### config.mk
export PLATFORM = sky130hd
export DESIGN_NAME = pixel_fifo_sched
export DESIGN_NICKNAME = d
export VERILOG_FILES = /design/src/rtl/video_timing_pkg.sv /design/src/rtl/pixel_fifo_sched_sync2.sv /design/src/rtl/pixel_fifo_sched.sv
export SDC_FILE = /design/constraint.sdc
export NUM_CORES = 1
export LEC_CHECK = 0
export CORE_ASPECT_RATIO = 1.1
export CORE_UTILIZATION = 30
export DETAILED_ROUTE_END_ITERATION = 10
export SLEW_MARGIN = 10
export SYNTH_ARGS = -nofsm -noshare
export SYNTH_HDL_FRONTEND = slang
export SYNTH_SLANG_ARGS = --single-unit
### constraint.sdc
create_clock -name pixel_clk -period 2.6 [get_ports pixel_clk]
set_clock_uncertainty 0.1 [all_clocks]
set_input_delay 0.52 -clock pixel_clk [delete_from_list [all_inputs] [get_ports pixel_clk]]
set_output_delay 0.52 -clock pixel_clk [all_outputs]
set_load 0.02 [all_outputs]
### src/rtl/video_timing_pkg.sv
// Shared raster timing types, default 800x480 panel timing and total-size helpers
// for the display pipeline.
package video_timing_pkg;

   typedef enum logic [1:0] {WAIT_FULL, WAIT_FRAME, RUN} sched_state_e;

   localparam int DEF_HDISP  = 800;
   localparam int DEF_VDISP  = 480;
   localparam int DEF_HFP    = 40;
   localparam int DEF_HPULSE = 48;
   localparam int DEF_HBP    = 40;
   localparam int DEF_VFP    = 13;
   localparam int DEF_VPULSE = 3;
   localparam int DEF_VBP    = 29;

   function automatic int htotal(input int fp, input int pulse, input int bp, input int disp);
      return fp + pulse + bp + disp;
   endfunction

   function automatic int vtotal(input int fp, input int pulse, input int bp, input int disp);
      return fp + pulse + bp + disp;
   endfunction

endpackage

### src/rtl/pixel_fifo_sched_sync2.sv
// Generic two-flop synchronizer for single-bit CDC flags, asynchronous active-high reset.
module sync2 (
   input  logic clk,
   input  logic rst,
   input  logic d,
   output logic q
);

   logic meta;

   always_ff @(posedge clk or posedge rst) begin
      if (rst) begin
         meta <= 1'b0;
         q    <= 1'b0;
      end else begin
         meta <= d;
         q    <= meta;
      end
   end

endmodule

### src/rtl/pixel_fifo_sched.sv
// Pixel-domain display scheduler: raster timing, one-time FIFO fill wait, frame-aligned
// start of FIFO reads, one pop per active pixel with underflow counting.
module pixel_fifo_sched
   import video_timing_pkg::*;
#(
   parameter int HDISP  = DEF_HDISP,
   parameter int VDISP  = DEF_VDISP,
   parameter int HFP    = DEF_HFP,
   parameter int HPULSE = DEF_HPULSE,
   parameter int HBP    = DEF_HBP,
   parameter int VFP    = DEF_VFP,
   parameter int VPULSE = DEF_VPULSE,
   parameter int VBP    = DEF_VBP
) (
   input  logic        pixel_clk,
   input  logic        sys_rst,
   input  logic        fifo_wfull,
   input  logic        fifo_rempty,
   input  logic [31:0] fifo_rdata,
   output logic        fifo_read,
   output logic        hs_n,
   output logic        vs_n,
   output logic        blank_n,
   output logic [23:0] rgb,
   output logic        frame_start,
   output logic [7:0]  underflow_cnt
);

   localparam int HTOTAL = htotal(HFP, HPULSE, HBP, HDISP);
   localparam int VTOTAL = vtotal(VFP, VPULSE, VBP, VDISP);
   localparam int HW     = $clog2(HTOTAL);
   localparam int VW     = $clog2(VTOTAL);

   localparam logic [HW-1:0] H_LAST  = HW'(HTOTAL - 1);
   localparam logic [HW-1:0] H_SYNC  = HW'(HFP);
   localparam logic [HW-1:0] H_BPOR  = HW'(HFP + HPULSE);
   localparam logic [HW-1:0] H_ACT   = HW'(HFP + HPULSE + HBP);
   localparam logic [VW-1:0] V_LAST  = VW'(VTOTAL - 1);
   localparam logic [VW-1:0] V_SYNC  = VW'(VFP);
   localparam logic [VW-1:0] V_BPOR  = VW'(VFP + VPULSE);
   localparam logic [VW-1:0] V_ACT   = VW'(VFP + VPULSE + VBP);

   logic [HW-1:0] hcnt;
   logic [VW-1:0] vcnt;
   sched_state_e  state;
   logic          wfull_s;
   logic          h_last, v_last, active, hs_on, vs_on, pix_run;
   logic          unused_alpha;

   assign unused_alpha = ^fifo_rdata[31:24];

   sync2 u_wfull_sync (
      .clk (pixel_clk),
      .rst (sys_rst),
      .d   (fifo_wfull),
      .q   (wfull_s)
   );

   assign h_last    = (hcnt == H_LAST);
   assign v_last    = (vcnt == V_LAST);
   assign hs_on     = (hcnt >= H_SYNC) && (hcnt < H_BPOR);
   assign vs_on     = (vcnt >= V_SYNC) && (vcnt < V_BPOR);
   assign active    = (hcnt >= H_ACT) && (vcnt >= V_ACT);
   assign pix_run   = (state == RUN) && active;
   assign fifo_read = pix_run && !fifo_rempty;

   always_ff @(posedge pixel_clk or posedge sys_rst) begin
      if (sys_rst) begin
         hcnt <= '0;
         vcnt <= '0;
      end else if (h_last) begin
         hcnt <= '0;
         vcnt <= v_last ? '0 : vcnt + VW'(1);
      end else begin
         hcnt <= hcnt + HW'(1);
      end
   end

   // Leaving WAIT_FRAME on the last pixel of a frame makes the first pop the first active pixel.
   always_ff @(posedge pixel_clk or posedge sys_rst) begin
      if (sys_rst) begin
         state <= WAIT_FULL;
      end else begin
         case (state)
            WAIT_FULL:  if (wfull_s) state <= WAIT_FRAME;
            WAIT_FRAME: if (h_last && v_last) state <= RUN;
            RUN:        state <= RUN;
            default:    state <= WAIT_FULL;
         endcase
      end
   end

   always_ff @(posedge pixel_clk or posedge sys_rst) begin
      if (sys_rst) begin
         hs_n          <= 1'b1;
         vs_n          <= 1'b1;
         blank_n       <= 1'b0;
         rgb           <= '0;
         frame_start   <= 1'b0;
         underflow_cnt <= '0;
      end else begin
         hs_n        <= !hs_on;
         vs_n        <= !vs_on;
         blank_n     <= active;
         rgb         <= fifo_read ? fifo_rdata[23:0] : 24'h0;
         frame_start <= (hcnt == '0) && (vcnt == '0);
         if (pix_run && fifo_rempty && (underflow_cnt != 8'hFF))
            underflow_cnt <= underflow_cnt + 8'd1;
      end
   end

endmodule

==> key figures, run 1 <==
Timing
  – Worst-Margin Slew: between 0.4 and 0.5 ns
  – Part of the cycle the worst path needs: 0.926
  – Slew HR: 0.689
  – Clock period minus worst slack: around 2.4 ns
  – Hold Fails Final Rpt: 0
  – Setup TNS: 0 ns
  – Final hold slack: 0.263 ns
  – # setup viols final: 0
  – RSZ-0062 raised after global routing: false
  – Max Fclk: between 400 and 500 MHz
  – Slew Limit Fails: 0

GRT
  – Total track usage: 0.129
  – Final global-route overflow total: 0
  – Initial antenna violation count: 0
  – Pin count of the biggest net entering global routing: 41
  – Vias in the first global route: 1,853
  – Global-route wire length before repair: between 8 and 9 mm

Logic synthesis
  – Synthesized Nets: 262
  – Synth Warn #: 0
  – Commonest cells post-synth: dfrtp_1, and2_1, nor2_1, xnor2_1, inv_1
  – Most frequent cell after synthesis: dfrtp_1
  – Ys flop type: dfrtp_1
  – Synth area leaders: dfrtp_1, and2_1, ha_1
  – Synth top area share: 0.576
  – Area leader, netlist: dfrtp_1
  – Mean Syn Cell Area: about 12 µm²
  – Mapped Cells: around 220
  – Register area share after synthesis: 0.597
  – Distinct cell type count after synthesis: 32
  – Synthesized area: 2520 µm²
  – Number of flops mapped to enable cells by yosys: 0
  – Post-synth ARST share: 1.00
  – Yosys reg bits: 60

Clocking
  – CTS Sinks: 60
  – Hold-fix buffers, CTS: 0
  – CTS max path bufs: 2
  – Clock transition at path regs: 0.06 ns
  – Setup bufs post-CTS: 0
  – Num CTS Buffers: 9
  – CTS tree: yes
  – Root Buffer: clkbuf_8
  – Clock Latency Late Sink: around 0.34 ns
  – H-Tree Depth: 3

Setup path
  – Crit Path Category: flop to output port
  – Worst path max stage delay: ~0.37 ns
  – Crit-path slowest cell: dfrtp_1
  – CP Capture Type: output port
  – FF-to-FF setup slack: about 0.3 ns
  – Critical path buffer and inverter count: 2
  – Critical Path Start Type: flop
  – CP cell instances: buf_4, ha_1, o211ai_1, a31oi_2, and3b_1, clkbuf_2
  – CP max FO: 5
  – Critical Path RT: between 1.5 and 2 ns
  – Critical Path AT: between 1.5 and 2 ns
  – Crit-path leading delay family: flip-flops

Detailed routing
  – Post-DRT Antenna Nets: 0
  – DR WL/cell: ~12 µm
  – Avg Vias per Cell: roughly 4.3
  – DRC violations left: 0
  – Via count: between 1,500 and 2,000
  – Routed WL: approximately 5.0 mm
  – Drt pass-1 iters: 4
  – 1st-iter DRT viols: 96

Finish
  – Layout cells sized above 1: 0.138
  – Util after Layout: 0.452
  – Area delta synth->final: 44.3%
  – # diodes: 0
  – Layout net count: 346
  – Fill cell count: roughly 740

Placed design
  – Port bufs: 64
  – DP HPWL: roughly 3.6 mm
  – RePlAce Congestion: around 0.80

Floorplanning
  – Die ar.: between 8000 and 9000 µm²
  – Starting Density: 0.314
  – Die width: roughly 89 µm
  – CORE AREA: roughly 8000 µm²
  – Row count: 34
  – Die height: ~100 µm
  – Num ports: 73

Run status
  – Status: finished, final reports clean

Power and ir drop
  – Power Density: 591 nW/µm²
  – Static leakage: 1.67 nW
  – Max VDD drop: around 0.36 mV

Flow run
  – Max-capacitance violation count: 0

Worst hold path
  – Hold crit path type: flop to flop
==> sequential cells by signal (all words and copies together), names as in the netlist <==
signal	flops
blank_n	1
frame_start	1
hcnt	10
hs_n	1
rgb	24
state	2
u_wfull_sync.meta	1
u_wfull_sync.q	1
underflow_cnt	8
vcnt	10
vs_n	1
==> layout by cell type, fill, tap and decap left out, types with 5 or more instances in the layout <==
master,Yosys,routed
inv_1,12,11
nor2_1,13,13
ha_1,10,10
nand4_1,7,7
nand2_1,10,10
nand3_1,11,11
o21ai_0,5,5
xnor2_1,13,13
clkbuf_8,0,10
buf_4,0,13
clkdlybuf4s50_1,0,63
dfrtp_1,58,58
nor3_1,6,6
and2_1,29,29
xor2_1,8,8
and3_1,5,5
==> final cells by class <==
class	instances	area (µm²)	share of cell area
clock buffer	10	138	0.0378
timing repair buffer	78	753	0.207
tap	108	135	0.0372
clock inverter	6	111	0.0306
inverter	12	45.0	0.0124
multi-input combinational	139	951	0.261
sequential	60	1500	0.413
==> routing by layer <==
layer	global-route usage	wire (µm)	vias to the layer above
met4	0.0549	69	0
met5	0	0	-
met3	0.0558	351	6
met1	0.157	2140	829
met2	0.198	2410	51
li1	-	-	892
==> metrics by stage <==
step	area, µm²	cells	setup WS, ns	total power, mW
final	3640	413	0.193	2.15
after global routing	3640	413	0.0547	2.25
after CTS	3640	413	0.0205	2.18
after detailed placement	3390	397	0.114	1.14
after global placement	3390	397	0.113	1.13
after floorplan	2520	216	0.335	1.06
==> worst reg2reg max path: cells and delay by family, from the launching register on <==
kind	cells	cell delay, ns
AOI/OAI and AO/OA	1	0.05
adders and majority gates	1	0.23
DFF	1	0.39
and+or+nand+nor	4	1.42
==> worst paths after layout <==
check	cells past startpoint	start	to
setup / recovery	6	vcnt[0]$_DFFE_PP0N_	fifo_read
hold / removal	0	u_wfull_sync.meta$_DFF_PP0_	u_wfull_sync.q$_DFF_PP0_
setup reg to reg	6	hcnt[0]$_DFF_PP0_	vcnt[9]$_DFFE_PP0N_
hold reg to reg	0	u_wfull_sync.meta$_DFF_PP0_	u_wfull_sync.q$_DFF_PP0_
max in group asynchronous	3	sys_rst	vcnt[6]$_DFFE_PP0N_
min in group asynchronous	2	sys_rst	rgb[21]$_DFF_PP0_
==> report_power, final <==
group	total (mW)	internal, mW	leakage, nW	switching [mW]
Sequential	0.964	0.951	0.809	0.0128
Combinational	0.157	0.0837	0.742	0.0735
Clock	1.03	0.662	0.122	0.366
Total	2.15	1.70	1.67	0.453
==> kinds of logic after synthesis <==
group,count (synthesis),synth area share
AO/OA/AOI/OAI,15,0.0407
XOR/XNOR,21,0.0730
adder cells (fa/ha/maj),10,0.0496
buffers and inverters,17,0.0263
flip-flops,60,0.597
multiplexers,2,0.00893
AND/OR/NAND/NOR,91,0.205
==> repair_timing <==
item / CTS / global route
endpoints found under the hold margin: 0 / 0
setup endpoints to repair: 1 / 1
resized for setup: 2 / 1
(Power assumes the default switching activity.)
==> run 2, diff against run 1 <==
Settings changed: CELL_PAD_IN_SITES_DETAIL_PLACEMENT set to 0, CELL_PAD_IN_SITES_GLOBAL_PLACEMENT set to 2, PLACE_DENSITY_LB_ADDON set to 0.1, SLEW_MARGIN 10 to unset.
==> run 2 against run 1 <==
  * Sequential power is essentially flat
  * Critical endpoint unchanged
  * Critical path type unchanged
  * Largest power group is now registers
  * Clock-buffer cell count rose by 1
  * Utilization shrank 1.1 points
  * Critical path depth unchanged
  * Sequential share of layout area is 1.0 points higher
  * Cell count down 0.97%
  * Register-to-register slack got worse by 0.02 ns
  * Routed wire length is 7.8% higher
  * Total power fell by 13%
==> key figures, run 2 (same netlist as run 1, synthesis figures left out) <==
Setup path
  – Critical Path RT: 1.98 ns (about the same)
  – Crit Path Category: flop to output port (unchanged)
  – CP max FO: 5 (unchanged)
  – Critical Path AT: 1.78 ns (was 1.79 ns)
  – CP Capture Type: output port (unchanged)
  – Critical Path Start Type: flop (unchanged)

Timing
  – Setup TNS: 0 ns (unchanged)
  – RSZ-0062 raised after global routing: false (unchanged)
  – Max Fclk: 416 MHz (about the same)
  – # setup viols final: 0 (unchanged)
  – Clock period minus worst slack: 2.40 ns (was 2.41 ns)
  – Hold Fails Final Rpt: 0 (unchanged)
  – Worst-Margin Slew: 0.590 ns (was 0.466 ns)
  – Part of the cycle the worst path needs: 0.924 (was 0.926)
  – Slew HR: 0.603 (was 0.689)
  – Slew Limit Fails: 0 (unchanged)

Detailed routing
  – 1st-iter DRT viols: 55 (was 96)
  – DRC violations left: 0 (unchanged)
  – Avg Vias per Cell: 4.35 (was 4.31)
  – Drt pass-1 iters: 3 (was 4)
  – Post-DRT Antenna Nets: 0 (unchanged)
  – Routed WL: 5.35 mm (was 4.97 mm)
  – Via count: 1,781 (was 1,778)
  – DR WL/cell: 13.1 µm (was 12.0 µm)

Clocking
  – CTS Sinks: 60 (unchanged)
  – Clock transition at path regs: 0.06 ns (about the same)
  – Root Buffer: clkbuf_8 (unchanged)
  – CTS max path bufs: 2 (unchanged)
  – Num CTS Buffers: 9 (unchanged)
  – H-Tree Depth: 3 (unchanged)
  – Hold-fix buffers, CTS: 0 (unchanged)
  – Setup bufs post-CTS: 0 (unchanged)
  – Clock Latency Late Sink: 0.33 ns (was 0.34 ns)
  – CTS tree: yes (unchanged)

Finish
  – Commonest non-fill, non-tap cell in the layout: clkdlybuf4s50_1 (unchanged)
  – Layout cells sized above 1: 0.123 (was 0.138)
  – Max reg flops: 24 (unchanged)
  – # diodes: 0 (unchanged)
  – Top Registers: rgb (24), hcnt (10), vcnt (10) (unchanged)
  – Area delta synth->final: 40.8% (was 44.3%)
  – Largest register by flop count: rgb (unchanged)
  – Layout net count: 344 (was 346)
  – Most frequent cells in the layout: clkdlybuf4s50_1, dfrtp_1, and2_1 (unchanged)

GRT
  – Initial antenna violation count: 0 (unchanged)
  – Final global-route overflow total: 0 (unchanged)
  – Vias in the first global route: 1,815 (was 1,853)
  – Pin count of the biggest net entering global routing: 61 (was 41)
  – Global-route wire length before repair: 8.96 mm (was 8.56 mm)
  – Total track usage: 0.138 (was 0.129)

Power and ir drop
  – Static leakage: 1.63 nW (was 1.67 nW)
  – Design Power: 1.87 mW (was 2.15 mW)
  – Max VDD drop: 0.258 mV (was 0.356 mV)
  – Power Density: 527 nW/µm² (was 591 nW/µm²)

Floorplanning
  – Num ports: 73 (unchanged)
  – Row count: 34 (unchanged)
  – Die ar.: 8770 µm² (unchanged)
  – CORE AREA: 8040 µm² (unchanged)
  – Die width: 89.4 µm (unchanged)
  – Die height: 98.1 µm (unchanged)
  – Starting Density: 0.314 (unchanged)

Worst hold path
  – Hold crit path type: flop to flop (unchanged)

Run status
  – Status: finished, final reports clean (unchanged)

Placed design
  – DP HPWL: 3.78 mm (was 3.63 mm)
  – RePlAce Congestion: 0.755 (was 0.798)
  – Port bufs: 64 (unchanged)

Flow run
  – Max-capacitance violation count: 0 (unchanged)
## run 2: area by class of cell
cell class / count / area, µm²
clock inverter: 3 / 40.0
clock buffer: 11 / 131
tap: 108 / 135
timing repair buffer: 76 / 738
sequential: 60 / 1500
multi-input combinational: 139 / 957
inverter: 12 / 45.0
fill: 777 / 4490
## run 2: final timing paths
check                                            start                       end  slack [ns]  cells after the start
min                        u_wfull_sync.meta$_DFF_PP0_  u_wfull_sync.q$_DFF_PP0_        0.25                      0
min in group asynchronous                      sys_rst          rgb[5]$_DFF_PP0_        0.47                      3
min reg2reg                u_wfull_sync.meta$_DFF_PP0_  u_wfull_sync.q$_DFF_PP0_        0.25                      0
max                                vcnt[0]$_DFFE_PP0N_                 fifo_read        0.20                      6
max reg2reg                          hcnt[0]$_DFF_PP0_       vcnt[9]$_DFFE_PP0N_        0.28                      6
max in group asynchronous                      sys_rst            vs_n$_DFF_PP1_        1.62                      3
## run 2: per-stage QoR
| step | setup slack, ns | hold WS [ns] | cells | area [µm²] | util |
|---|---|---|---|---|---|
| 4_1_cts | 0.00626 | 0.252 | 409 | 3560 | 0.442 |
| 3_3_place_gp | 0.123 | 0.235 | 395 | 3380 | 0.421 |
| 6_report | 0.198 | 0.249 | 409 | 3550 | 0.442 |
| 3_5_place_dp | 0.0888 | 0.237 | 395 | 3380 | 0.421 |
| 5_1_grt | 0.0691 | 0.266 | 409 | 3550 | 0.442 |
| 2_1_floorplan | 0.335 | 0.231 | 216 | 2520 | - |
## run 2: what timing repair did
action / in CTS / in global routing
pin swaps: 0 / 0
endpoints found under the hold margin: 0 / 0
setup endpoints to repair: 1 / 1
resized for setup: 2 / 1
## run 2: report_power, final
part | internal, mW | switching (mW)
Sequential | 0.951 | 0.0112
Clock | 0.429 | 0.336
Combinational | 0.0765 | 0.0678
Total | 1.46 | 0.415
## run 2: critical path: stages, from the launching register on
cell      delay, ns
dfrtp_1        0.37
buf_4          0.15
ha_1           0.21
o211ai_1       0.20
a31oi_2        0.14
and3b_1        0.20
clkbuf_2       0.17
## run 2: routing by layer
metal  up-vias  share of wire  track usage
met1       833           0.45        0.176
met2        50           0.44        0.192
met5         -              0            0
met4         0          0.025       0.0769
li1        886              -            -
met3        12          0.089       0.0642
==> run 3, diff against run 2 <==
Settings changed: CTS_CLUSTER_SIZE set to 10, REMOVE_ABC_BUFFERS set to 1, SKIP_CTS_REPAIR_TIMING set to 1.
==> run 3 against run 2 <==
  * Sequential cell count is the same
  * Critical path type unchanged
  * Cell count grew 0.49%
  * Via count grew 0.73%
==> key figures, run 3 (same netlist as run 1, synthesis figures left out) <==
Power and ir drop
  – Power Density: 521 nW/µm² (was 527 nW/µm²)
  – Static leakage: 1.64 nW (was 1.63 nW)
  – Max VDD drop: 0.215 mV (was 0.258 mV)

Clocking
  – H-Tree Depth: 3 (unchanged)
  – Clock Latency Late Sink: 0.34 ns (was 0.33 ns)
  – Clock transition at path regs: 0.07 ns (was 0.06 ns)
  – Num CTS Buffers: 9 (unchanged)
  – CTS Sinks: 60 (unchanged)
  – Root Buffer: clkbuf_8 (unchanged)
  – CTS max path bufs: 2 (unchanged)
  – CTS tree: yes (unchanged)

Flow run
  – Max-capacitance violation count: 0 (unchanged)

GRT
  – Final global-route overflow total: 0 (unchanged)
  – Initial antenna violation count: 0 (unchanged)
  – Global-route wire length before repair: 8.97 mm (was 8.96 mm)
  – Pin count of the biggest net entering global routing: 61 (unchanged)
  – Total track usage: 0.138 (about the same)
  – Vias in the first global route: 1,822 (was 1,815)

Finish
  – Multi-input logic area: 957 µm² (unchanged)
  – # diodes: 0 (unchanged)
  – Sequential standard cell area: 1500 µm² (unchanged)
  – Top Registers: rgb (24), hcnt (10), vcnt (10) (unchanged)
  – Fill cell count: 764 (was 777)
  – Area delta synth->final: 41.1% (was 40.8%)
  – Max reg flops: 24 (unchanged)
  – Commonest non-fill, non-tap cell in the layout: clkdlybuf4s50_1 (unchanged)
  – Layout net count: 344 (unchanged)
  – Most frequent cells in the layout: clkdlybuf4s50_1, dfrtp_1, and2_1 (unchanged)
  – Design Area, Final: 3560 µm² (was 3550 µm²)
  – Layout cells sized above 1: 0.125 (was 0.123)
  – Largest register by flop count: rgb (unchanged)

Floorplanning
  – Die height: 98.1 µm (unchanged)
  – Starting Density: 0.314 (unchanged)
  – Row count: 34 (unchanged)
  – Num ports: 73 (unchanged)
  – Die width: 89.4 µm (unchanged)
  – Die ar.: 8770 µm² (unchanged)
  – CORE AREA: 8040 µm² (unchanged)

Setup path
  – CP max FO: 4 (was 5)
  – R2R depth: 6 (unchanged)
  – CP Capture Type: output port (unchanged)
  – Critical Path AT: 1.80 ns (was 1.78 ns)
  – Critical Path RT: 1.98 ns (about the same)
  – Critical Path Start Type: flop (unchanged)
  – Crit Path Category: flop to output port (unchanged)

Placed design
  – DP HPWL: 3.90 mm (was 3.78 mm)
  – RePlAce Congestion: 0.711 (was 0.755)
  – Placed Area: 3380 µm² (unchanged)
  – Port bufs: 64 (unchanged)

Timing
  – Hold Fails Final Rpt: 0 (unchanged)
  – Final hold slack: 0.248 ns (was 0.249 ns)
  – # setup viols final: 0 (unchanged)
  – Max Fclk: 413 MHz (was 416 MHz)
  – RSZ-0062 raised after global routing: false (unchanged)
  – Part of the cycle the worst path needs: 0.931 (was 0.924)
  – Slew Limit Fails: 0 (unchanged)
  – Clock period minus worst slack: 2.42 ns (was 2.40 ns)
  – Slew HR: 0.782 (was 0.603)
  – Worst-Margin Slew: 0.327 ns (was 0.590 ns)

Worst hold path
  – Hold crit path type: flop to flop (unchanged)
  – Hold path cells: 0 (unchanged)

Detailed routing
  – Drt pass-1 iters: 4 (was 3)
  – Via count: 1,794 (was 1,781)
  – DRC violations left: 0 (unchanged)
  – Avg Vias per Cell: 4.36 (was 4.35)
  – Post-DRT Antenna Nets: 0 (unchanged)
  – Routed WL: 5.45 mm (was 5.35 mm)
  – 1st-iter DRT viols: 43 (was 55)
  – DR WL/cell: 13.3 µm (was 13.1 µm)

Run status
  – Status: finished, final reports clean (unchanged)
==> run 3: final timing paths <==
kind / from / endpoint / slack, ns
setup reg to reg: hcnt[0]$_DFF_PP0_ / vcnt[9]$_DFFE_PP0N_ / 0.29
hold / removal: u_wfull_sync.meta$_DFF_PP0_ / u_wfull_sync.q$_DFF_PP0_ / 0.25
max in group asynchronous: sys_rst / vs_n$_DFF_PP1_ / 1.61
min in group asynchronous: sys_rst / hcnt[9]$_DFF_PP0_ / 0.47
setup / recovery: vcnt[0]$_DFFE_PP0N_ / fifo_read / 0.18
hold reg to reg: u_wfull_sync.meta$_DFF_PP0_ / u_wfull_sync.q$_DFF_PP0_ / 0.25
==> run 3: per-stage QoR <==
stage,setup slack [ns],power (mW),utilization,std cells,TNS (ns)
after global placement,0.118,1.14,0.421,395,0
after CTS,-0.258,1.90,0.442,411,-0.258
after global routing,0.0217,1.96,0.442,411,0
final,0.179,1.85,0.442,411,0
after detailed placement,0.124,1.14,0.421,395,0
after floorplan,0.0746,1.06,-,211,0
==> run 3: cell type report <==
type,instances,area share
sequential,60,0.423
inverter,12,0.0127
clock buffer,12,0.0408
tap,108,0.0380
timing repair buffer,76,0.210
clock inverter,4,0.00703
multi-input combinational,139,0.269
==> run 3: worst max-delay path, cell delays in order, from the launching register on <==
cell            delay (ns)
dfrtp_1               0.37
inv_1                 0.09
ha_1                  0.20
inv_1                 0.06
o211ai_1              0.09
a31oi_2               0.20
and3b_1               0.21
dlymetal6s2s_1        0.26
==> run 3: power breakdown <==
group          leakage (nW)  internal [mW]  switching, mW
registers             0.809          0.951         0.0115
clock network        0.0824          0.369          0.367
logic                 0.750         0.0830         0.0729
==> run 3: metal layers <==
layer  global-route usage  up-vias  share of wire
li1                     -      892              -
met1                0.165      856           0.42
met2                0.224       37           0.51
met3               0.0490        9          0.048
met4               0.0513        0          0.014
met5                    0        -              0
